File: src/rtl/inst_bus_arbiter.sv
// Round-robin arbiter sharing one instruction-memory port between NUM_REQ fetch requesters.
// A small ID FIFO sends in-order read responses back to the requester that issued each read.

package bus_params_pkg;
  localparam int BUS_AW = 32;
  localparam int BUS_DW = 32;
endpackage

module inst_bus_arbiter #(
  parameter int NUM_REQ         = 2,
  parameter int BUS_AW          = bus_params_pkg::BUS_AW,
  parameter int BUS_DW          = bus_params_pkg::BUS_DW,
  parameter int MAX_OUTSTANDING = 4
) (
  input  logic                      clk,
  input  logic                      rst_n,
  input  logic [NUM_REQ-1:0]        req_i,
  input  logic [NUM_REQ*BUS_AW-1:0] addr_i,
  output logic [NUM_REQ-1:0]        gnt_o,
  output logic [NUM_REQ-1:0]        rvalid_o,
  output logic [BUS_DW-1:0]         rdata_o,
  output logic                      inst_req_o,
  output logic [BUS_AW-1:0]         inst_addr_o,
  input  logic                      inst_gnt_i,
  input  logic                      inst_rvalid_i,
  input  logic [BUS_DW-1:0]         inst_rdata_i,
  output logic                      err_o
);

  localparam int IDW = $clog2(NUM_REQ);
  localparam int PW  = $clog2(MAX_OUTSTANDING);
  localparam logic [PW:0] FULL_CNT = (PW+1)'(MAX_OUTSTANDING);

  localparam logic [0:0] ARB  = 1'b0;
  localparam logic [0:0] HOLD = 1'b1;

  // Returns {found, index} of the first set request at or after ptr, wrapping around.
  function automatic logic [IDW:0] pick_rr(input logic [NUM_REQ-1:0] req,
                                           input logic [IDW-1:0]     ptr);
    logic [IDW:0]   res;
    logic [IDW-1:0] idx;
    res = '0;
    for (int i = NUM_REQ - 1; i >= 0; i--) begin
      idx = IDW'((int'(ptr) + i) % NUM_REQ);
      if (req[idx]) begin
        res = {1'b1, idx};
      end else begin
        res = res;
      end
    end
    return res;
  endfunction

  // Expands a requester index into its one-hot lane.
  function automatic logic [NUM_REQ-1:0] to_onehot(input logic [IDW-1:0] id);
    logic [NUM_REQ-1:0] oh;
    for (int k = 0; k < NUM_REQ; k++) begin
      oh[k] = (id == IDW'(k));
    end
    return oh;
  endfunction

  logic [0:0]         state_r;
  logic [IDW-1:0]     sel_r;
  logic [IDW-1:0]     rr_ptr_r;
  logic [IDW-1:0]     id_mem_r [MAX_OUTSTANDING];
  logic [PW-1:0]      wr_ptr_r;
  logic [PW-1:0]      rd_ptr_r;
  logic [PW:0]        count_r;
  logic               err_r;

  logic               full_s;
  logic               empty_s;
  logic [IDW:0]       pick_s;
  logic               req_s;
  logic [IDW-1:0]     cur_sel_s;
  logic [IDW-1:0]     rr_next_s;
  logic [BUS_AW-1:0]  addr_s;
  logic               push_s;
  logic               pop_s;
  logic [IDW-1:0]     head_id_s;

  assign full_s    = (count_r == FULL_CNT);
  assign empty_s   = (count_r == '0);
  assign pick_s    = pick_rr(req_i, rr_ptr_r);
  assign head_id_s = id_mem_r[rd_ptr_r];

  // Request generation: ARB picks a new requester, HOLD keeps the stalled one.
  always_comb begin
    req_s     = 1'b0;
    cur_sel_s = sel_r;
    case (state_r)
      ARB: begin
        if (!full_s && pick_s[IDW]) begin
          req_s     = 1'b1;
          cur_sel_s = pick_s[IDW-1:0];
        end else begin
          req_s     = 1'b0;
          cur_sel_s = sel_r;
        end
      end
      HOLD: begin
        req_s     = 1'b1;
        cur_sel_s = sel_r;
      end
      default: begin
        req_s     = 1'b0;
        cur_sel_s = sel_r;
      end
    endcase
  end

  // Address mux for the selected requester; zero while idle.
  always_comb begin
    addr_s = '0;
    for (int k = 0; k < NUM_REQ; k++) begin
      addr_s = (req_s && (cur_sel_s == IDW'(k))) ? addr_i[k*BUS_AW +: BUS_AW] : addr_s;
    end
  end

  assign rr_next_s = (cur_sel_s == IDW'(NUM_REQ - 1)) ? '0 : cur_sel_s + IDW'(1);
  assign push_s    = req_s & inst_gnt_i;
  assign pop_s     = inst_rvalid_i & ~empty_s;

  assign inst_req_o  = req_s;
  assign inst_addr_o = addr_s;
  assign gnt_o       = push_s ? to_onehot(cur_sel_s) : '0;
  assign rvalid_o    = pop_s ? to_onehot(head_id_s) : '0;
  assign rdata_o     = inst_rdata_i;
  assign err_o       = err_r;

  // Arbitration FSM, held selection and round-robin pointer.
  always_ff @(posedge clk or negedge rst_n) begin
    if (!rst_n) begin
      state_r  <= ARB;
      sel_r    <= '0;
      rr_ptr_r <= '0;
    end else begin
      case (state_r)
        ARB: begin
          if (req_s && !inst_gnt_i) begin
            state_r <= HOLD;
            sel_r   <= cur_sel_s;
          end else begin
            state_r <= ARB;
          end
        end
        HOLD: begin
          if (inst_gnt_i) begin
            state_r <= ARB;
          end else begin
            state_r <= HOLD;
          end
        end
        default: begin
          state_r <= ARB;
        end
      endcase
      if (push_s) begin
        rr_ptr_r <= rr_next_s;
      end else begin
        rr_ptr_r <= rr_ptr_r;
      end
    end
  end

  // ID FIFO storage: one requester index per granted, unanswered read.
  always_ff @(posedge clk or negedge rst_n) begin
    if (!rst_n) begin
      for (int i = 0; i < MAX_OUTSTANDING; i++) begin
        id_mem_r[i] <= '0;
      end
    end else if (push_s) begin
      id_mem_r[wr_ptr_r] <= cur_sel_s;
    end else begin
      id_mem_r[wr_ptr_r] <= id_mem_r[wr_ptr_r];
    end
  end

  // ID FIFO pointers and occupancy; a same-cycle push and pop leaves the count unchanged.
  always_ff @(posedge clk or negedge rst_n) begin
    if (!rst_n) begin
      wr_ptr_r <= '0;
      rd_ptr_r <= '0;
      count_r  <= '0;
    end else begin
      if (push_s) begin
        wr_ptr_r <= wr_ptr_r + PW'(1);
      end else begin
        wr_ptr_r <= wr_ptr_r;
      end
      if (pop_s) begin
        rd_ptr_r <= rd_ptr_r + PW'(1);
      end else begin
        rd_ptr_r <= rd_ptr_r;
      end
      case ({push_s, pop_s})
        2'b10:   count_r <= count_r + (PW+1)'(1);
        2'b01:   count_r <= count_r - (PW+1)'(1);
        default: count_r <= count_r;
      endcase
    end
  end

  // Sticky error: a response arrived with nothing outstanding.
  always_ff @(posedge clk or negedge rst_n) begin
    if (!rst_n) begin
      err_r <= 1'b0;
    end else if (inst_rvalid_i && empty_s) begin
      err_r <= 1'b1;
    end else begin
      err_r <= err_r;
    end
  end

endmodule

File: config.mk
export PLATFORM = sky130hd
export DESIGN_NAME = inst_bus_arbiter
export DESIGN_NICKNAME = d
export VERILOG_FILES = /design/src/rtl/inst_bus_arbiter.sv
export SDC_FILE = /design/constraint.sdc
export NUM_CORES = 1
export LEC_CHECK = 0
export BUFFER_PORTS_ARGS = -buffer_cell sky130_fd_sc_hd__buf_2
export CORE_ASPECT_RATIO = 0.9
export CORE_UTILIZATION = 30
export DETAILED_ROUTE_END_ITERATION = 7
export PLACE_DENSITY = 0.78
export SYNTH_ARGS = -nofsm -noshare
export SYNTH_HDL_FRONTEND = slang
export SYNTH_SLANG_ARGS = --single-unit
File: constraint.sdc
create_clock -name clk -period 2.8 [get_ports clk]
set_clock_uncertainty 0.05 [all_clocks]
set_input_delay 0.14 -clock clk [delete_from_list [all_inputs] [get_ports clk]]
set_output_delay 0.14 -clock clk [all_outputs]
set_load 0.03 [all_outputs]
==> key figures, run 1 <==
Pwr
  • VDD IR max: between 0.0005 and 0.0006 V
  • P_leak: slightly below 1 nW
  • Overall power: slightly above 2 mW
  • PD cells: ~1100 nW/um2

Floorplanning
  • Core Footprint: roughly 4500 um2
  • Row count: 23
  • Die X: roughly 75 um
  • Io pins: 172
  • Die ar.: 5090 um2
  • Die H: between 60 and 70 um
  • Initial core utilization: 0.318

Layout
  • Register area: approximately 380 um2
  • Post-route insts no fill: between 200 and 300
  • Share of cells above drive strength 1: 0.575
  • Fin util: 0.403
  • Most frequent cells in the layout: buf_2, a22o_1, dfrtp_1
  • Most common cell after layout, fill and taps aside: buf_2
  • Multi-input logic area: between 700 and 800 um2
  • # diodes: 0
  • Nets: 328
  • Filler cells: between 400 and 500
  • Synth-to-layout area growth: 26.9%

Placement
  • Dpl cells: about 280
  • RD Place Congestion: just under 0.8
  • Port buffer count: ~110
  • DPL Wire Length: between 3000 and 4000 um

Logic synthesis
  • Synth warn: 0
  • Netlist cell types: 31
  • Cells after Synth: around 150
  • Synth top area share: 0.260
  • Yosys top cell by area: dfrtp_1
  • Largest cells by area after synthesis: dfrtp_1, a22o_1, buf_4
  • Post-synthesis sequential area ratio: 0.260
  • Yosys reg bits: 15
  • Synth Cell Area: around 1400 um2
  • Mapped Nets: between 200 and 300
  • Syn avg cell area: 9.96 um2

Clock tree
  • Clk slew on worst S/H paths: around 0.06 ns
  • Clock Tree Buf Depth: 2
  • CTS Sinks: 15
  • CTS root buffer: clkbuf_8
  • Clock latency on the worst-skew pair: roughly 0.24 ns
  • Post-CTS Setup Bufs: 0
  • Total CTS buffers: 3
  • CTS tree: done
  • CTS H-tree lvls: 1

Detailed routing
  • Antenna-violating nets left: 0
  • Routed via count: about 1,400
  • Max Used Layer: met4
  • DRT iter0 DRCs: 38
  • Met2 routed WL: between 2000 and 2500 um
  • DRT Pass-1 Iters: 4
  • Metal3 WL: ~300 um
  • Post-Route WL: 4610 um
  • DRT met1 WL: between 1500 and 2000 um
  • Vias/cell: between 4 and 5
  • Wirelength per Cell: between 15 and 20 um
  • DRC: 0

Critical path
  • R2R Path End: count_r[2]
  • Critical Path Fanout Max: 34
  • CP Capture Type: output pin
  • CP startpoint kind: flop
  • Kind of critical path: flop to output pin
  • Reg2Reg Setup Slack: about 0.39 ns
  • RR Startpoint: count_r[1]
  • Req. time, crit path: 2.61 ns
  • R2r worst-path depth: 9
  • Worst path arrival time: 2.42 ns

STA
  • Fin Setup TNS: 0 ns
  • Final setup fails: 0
  • Hold Slack: ~0.066 ns
  • RSZ-0062 raised after global routing: false
  • Min Tclk post-route: about 2.6 ns
  • Fin crit share: 0.932
  • Worst-margin pin slew: 1.16 ns
  • Endpoints failing hold: 0
  • Slew Limit Fails: 0
  • Slew headroom: 0.229
  • Fmax: 0.383 GHz

Global route
  • Largest net degree at the start of global routing: 35
  • First-pass GRT wire length: roughly 5600 um
  • Vias in the first global route: approximately 1,100
  • Initial antenna violation count: 0
  • GRT overflow: 0
  • Total global routing track utilization: 0.155

Min path
  • WHS Endpoint: err_o
  • Min-delay src: inst_rvalid_i
  • Hold Path Class: input pin to flop
  • WHS Path Cells: 2

Flow run
  • Maxcap violations: 0

Status
  • Outcome: complete, no violations
critical path: stages, from the launching register on:
cell     delay [ns]
dfrtp_1        0.40
or3b_4         0.26
and2_4         0.14
a22o_1         0.89
a22o_1         0.26
buf_2          0.22
stage by stage:
step / setup slack (ns) / cell area, um2
after CTS: 0.140 / 1830
after detailed placement: 0.382 / 1780
after floorplan: 0.535 / 1440
final: 0.190 / 1830
after global placement: 0.471 / 1780
after global routing: 0.0227 / 1830
power by group:
group	internal [mW]	switching, mW
Sequential	0.324	0.101
Combinational	0.574	0.868
Clock	0.100	0.0681
Total	0.998	1.04
synth_stat cells:
cell type and number:
o21ai_0 1, ha_1 5, nand2b_1 3, dfrtp_1 15, nand2_1 3, fa_1 1
buf_2 3, buf_4 32, or2_2 1, o21ai_2 1, a21oi_1 1, o2111a_1 1
clkbuf_1 1, nor3_1 3, buf_6 4, a21o_1 1, a22o_1 33, nor2_1 2
mux2_2 6, and2_1 3, or3b_4 1, a211oi_1 2, nor2b_1 2, mux2i_1 1
xor2_1 2, o31ai_2 1, xnor2_1 4, a22oi_2 1, inv_1 8, and2_4 1
mux4_2 2
cell type report:
cell class                 count  share of cell area
sequential                    15               0.205
clock buffer                   4              0.0246
tap                           62              0.0423
timing repair buffer         110               0.306
inverter                       8              0.0164
multi-input combinational     82               0.406
how the worst max path moves through the flow:
stage | start | end | slack [ns] | cells after the start
floorplan | count_r[1] | count_r[2] | 0.53 | 9
global placement | count_r[1] | count_r[2] | 0.47 | 9
detailed placement | count_r[1] | count_r[2] | 0.38 | 9
CTS | count_r[2] | inst_addr_o[18] | 0.14 | 5
global route | count_r[2] | inst_addr_o[18] | 0.02 | 5
finish | count_r[2] | inst_addr_o[18] | 0.19 | 5
repair_timing:
| item | in CTS | in global routing |
|---|---|---|
| gates resized for setup | 0 | 0 |
| hold buffers | 1 | 0 |
| hold endpoints to repair | 15 | 0 |
routing by layer:
layer,up-vias,track usage
li1,635,-
met1,646,0.170
met2,69,0.294
met3,8,0.0236
met4,0,0.0671
met5,-,0
kinds of logic (layout without fill, tap and decap cells):
| group | count (synthesis) | in the layout | synth area share |
|---|---|---|---|
| mux | 9 | 9 | 0.0849 |
| compound gates | 42 | 42 | 0.254 |
| buf+inv | 48 | 122 | 0.231 |
| fa+ha+maj | 6 | 6 | 0.0572 |
| xor+xnor | 6 | 6 | 0.0364 |
| simple gates | 19 | 19 | 0.0763 |
| flops | 15 | 15 | 0.260 |
sequential cells by signal, summed over array words and instances (netlist names):
register,flops
wr_ptr_r,2
count_r,3
state_r,1
rr_ptr_r,1
sel_r,1
rd_ptr_r,2
err_o,1
id_mem_r,4
Power figures use the tool's default switching activity.
==> run 2, diff against run 1 <==
--- a/config.mk
+++ b/config.mk
@@ -7,9 +7,9 @@
 export LEC_CHECK = 0
 export BUFFER_PORTS_ARGS = -buffer_cell sky130_fd_sc_hd__buf_2
 export CORE_ASPECT_RATIO = 0.9
-export CORE_UTILIZATION = 30
+export CORE_UTILIZATION = 33
 export DETAILED_ROUTE_END_ITERATION = 7
-export PLACE_DENSITY = 0.78
+export PLACE_DENSITY = 0.84
 export SYNTH_ARGS = -nofsm -noshare
 export SYNTH_HDL_FRONTEND = slang
 export SYNTH_SLANG_ARGS = --single-unit
==> key figures, run 2 (synthesized netlist as in run 1, its figures left out) <==
Critical path
  • Most used cell, CP: xor2_1
  • Critical path origin: count_r[1]
  • R2r worst-path depth: 9
  • RR Startpoint: count_r[1]
  • Critical Path Fanout Max: 4
  • CP startpoint kind: flop
  • Req. time, crit path: 2.93 ns
  • CP Capture Type: flop
  • Family with the most delay on the worst path: simple AND/OR/NAND/NOR gates
  • Kind of critical path: flop to flop
  • Worst path arrival time: roughly 2.6 ns
  • Max stage delay cell, worst path: or3b_4
  • Buf+Inv Stages, Crit Path: 1
  • Crit-path cells: or3b_4 > and2_4 > o21ai_2 > ha_1 > inv_1 > fa_1 > xor2_1 > nor2_1 > xor2_1
  • Max stage delay on crit path: approximately 0.44 ns
  • R2R Path End: count_r[2]
  • Reg2Reg Setup Slack: between 0.3 and 0.4 ns

STA
  • Worst-margin pin slew: approximately 0.59 ns
  • Fmax: between 0.4 and 0.5 GHz
  • Slew headroom: 0.603
  • Fin crit share: 0.886
  • Final setup fails: 0
  • Fin Setup TNS: 0 ns
  • Min Tclk post-route: between 2 and 2.5 ns
  • Slew Limit Fails: 0
  • RSZ-0062 raised after global routing: false
  • Endpoints failing hold: 0

Global route
  • GRT overflow: 0
  • Largest net degree at the start of global routing: 35
  • Initial antenna violation count: 0
  • First-pass GRT wire length: slightly below 7000 um
  • Vias in the first global route: 1,240
  • Total global routing track utilization: 0.201

Layout
  • Most common cell after layout, fill and taps aside: buf_2
  • Post-route insts no fill: 266
  • Regs by FF count: id_mem_r: 4 flops, count_r: 3 flops
  • Most frequent cells in the layout: buf_2, a22o_1, dfrtp_1
  • Nets: approximately 330
  • Share of cells above drive strength 1: 0.583
  • Largest register FFs: 4
  • Filler cells: 421
  • Top reg by flops: id_mem_r
  • # diodes: 0
  • Synth-to-layout area growth: 25.3%
  • Fin util: 0.438

Clock tree
  • Clock latency on the worst-skew pair: around 0.26 ns
  • Clock Tree Buf Depth: 2
  • Total CTS buffers: 3
  • Clk slew on worst S/H paths: approximately 0.07 ns
  • CTS tree: done
  • CTS root buffer: clkbuf_8
  • CTS Sinks: 15
  • CTS H-tree lvls: 1

Floorplanning
  • Die ar.: ~4600 um2
  • Initial core utilization: 0.350
  • Io pins: between 150 and 200
  • Core Footprint: 4130 um2
  • Row count: 22
  • Die X: just over 70 um
  • Die H: approximately 65 um

Detailed routing
  • Post-Route WL: 4830 um
  • Antenna-violating nets left: 0
  • Vias/cell: 5.24
  • Routed via count: 1,394
  • DRT iter0 DRCs: 26
  • Wirelength per Cell: 18.2 um
  • DRT Pass-1 Iters: 4
  • DRC: 0

Min path
  • WHS Endpoint: err_o
  • Hold Path Class: input pin to flop
  • WHS Path Cells: 2
  • Min-delay src: inst_rvalid_i

Pwr
  • Clock Power Share: 0.089
  • Flop pwr share: 0.207
  • P_int: ~1000 uW
  • PD cells: 1140 nW/um2
  • Sw Pwr: around 1.1 mW
  • Comb pwr share: 0.705
  • VDD IR max: between 0.0006 and 0.0007 V
  • Switching Share: 0.521
  • P_leak: between 0.9 and 1 nW

Placement
  • Dpl cells: ~260
  • Port buffer count: 107
  • RD Place Congestion: 0.799
  • DPL Wire Length: approximately 3900 um

Status
  • Outcome: complete, no violations

Flow run
  • Maxcap violations: 0
==> run 2: cell types whose count changed in the layout (fill, tap and decap cells not counted), sizes merged <==
cell    before  now
buf        109  108
clkbuf       4    3
clkinv       0    1
==> run 2: how the worst max path moves through the flow <==
stage / cells after the start / slack [ns] / endpoint
2_1_floorplan: 9 / 0.53 / count_r[2]
4_1_cts: 5 / 0.16 / inst_addr_o[31]
3_3_place_gp: 9 / 0.44 / count_r[2]
6_report: 9 / 0.32 / count_r[2]
3_5_place_dp: 9 / 0.37 / count_r[2]
5_1_grt: 9 / 0.18 / count_r[2]
==> run 2: per-stage QoR <==
step / hold slack (ns) / power [mW] / setup WS [ns] / cell area (um2)
5_1_grt: 0.0531 / 2.19 / 0.180 / 1810
2_1_floorplan: -0.206 / 1.61 / 0.535 / 1440
4_1_cts: 0.0510 / 2.07 / 0.164 / 1810
3_5_place_dp: 0.0169 / 1.87 / 0.368 / 1750
3_3_place_gp: 0.0101 / 1.85 / 0.441 / 1750
6_report: 0.0469 / 2.06 / 0.318 / 1810
==> run 2: timing repair <==
item	in CTS	in global routing
endpoints found under the hold margin	15	0
setup endpoints to repair	0	7
gates resized for setup	0	1
buffers inserted	0	0
hold buffers	1	0
==> run 2: power by group through the flow <==
stage	Sequential, mW	Clock [mW]	Combinational [mW]
after global routing	0.441	0.196	1.56
after floorplan	0.400	0	1.21
after global placement	0.420	0	1.44
after detailed placement	0.424	0	1.44
final	0.425	0.182	1.45
after CTS	0.425	0.182	1.46
==> run 2: final cells by class <==
type                    count  area, um2  area share
well taps                  48       60.1      0.0332
inverters                   8       30.0      0.0166
repair buffers            109        553       0.306
clock inverters             1       5.00     0.00277
multi-input cells          82        744       0.411
clock buffers               3       41.3      0.0228
flip-flops and latches     15        375       0.207
==> run 2: worst register-to-register path, delay by kind of cell, from the launching register on <==
| family | cells | cell delay (ns) |
|---|---|---|
| adders and majority gates | 2 | 0.61 |
| xor gates and xnor gates | 2 | 0.31 |
| buffers and inverters | 1 | 0.06 |
| DFF | 1 | 0.42 |
| and+or+nand+nor | 3 | 0.71 |
| AOI/OAI and AO/OA | 1 | 0.25 |
==> run 2: metal layers <==
metal / up-vias / GRT usage / wire (um)
met5: - / 0 / 0
met4: 0 / 0.0515 / 43
met3: 5 / 0.0995 / 603
met2: 96 / 0.300 / 2100
met1: 657 / 0.259 / 2090
li1: 636 / - / -
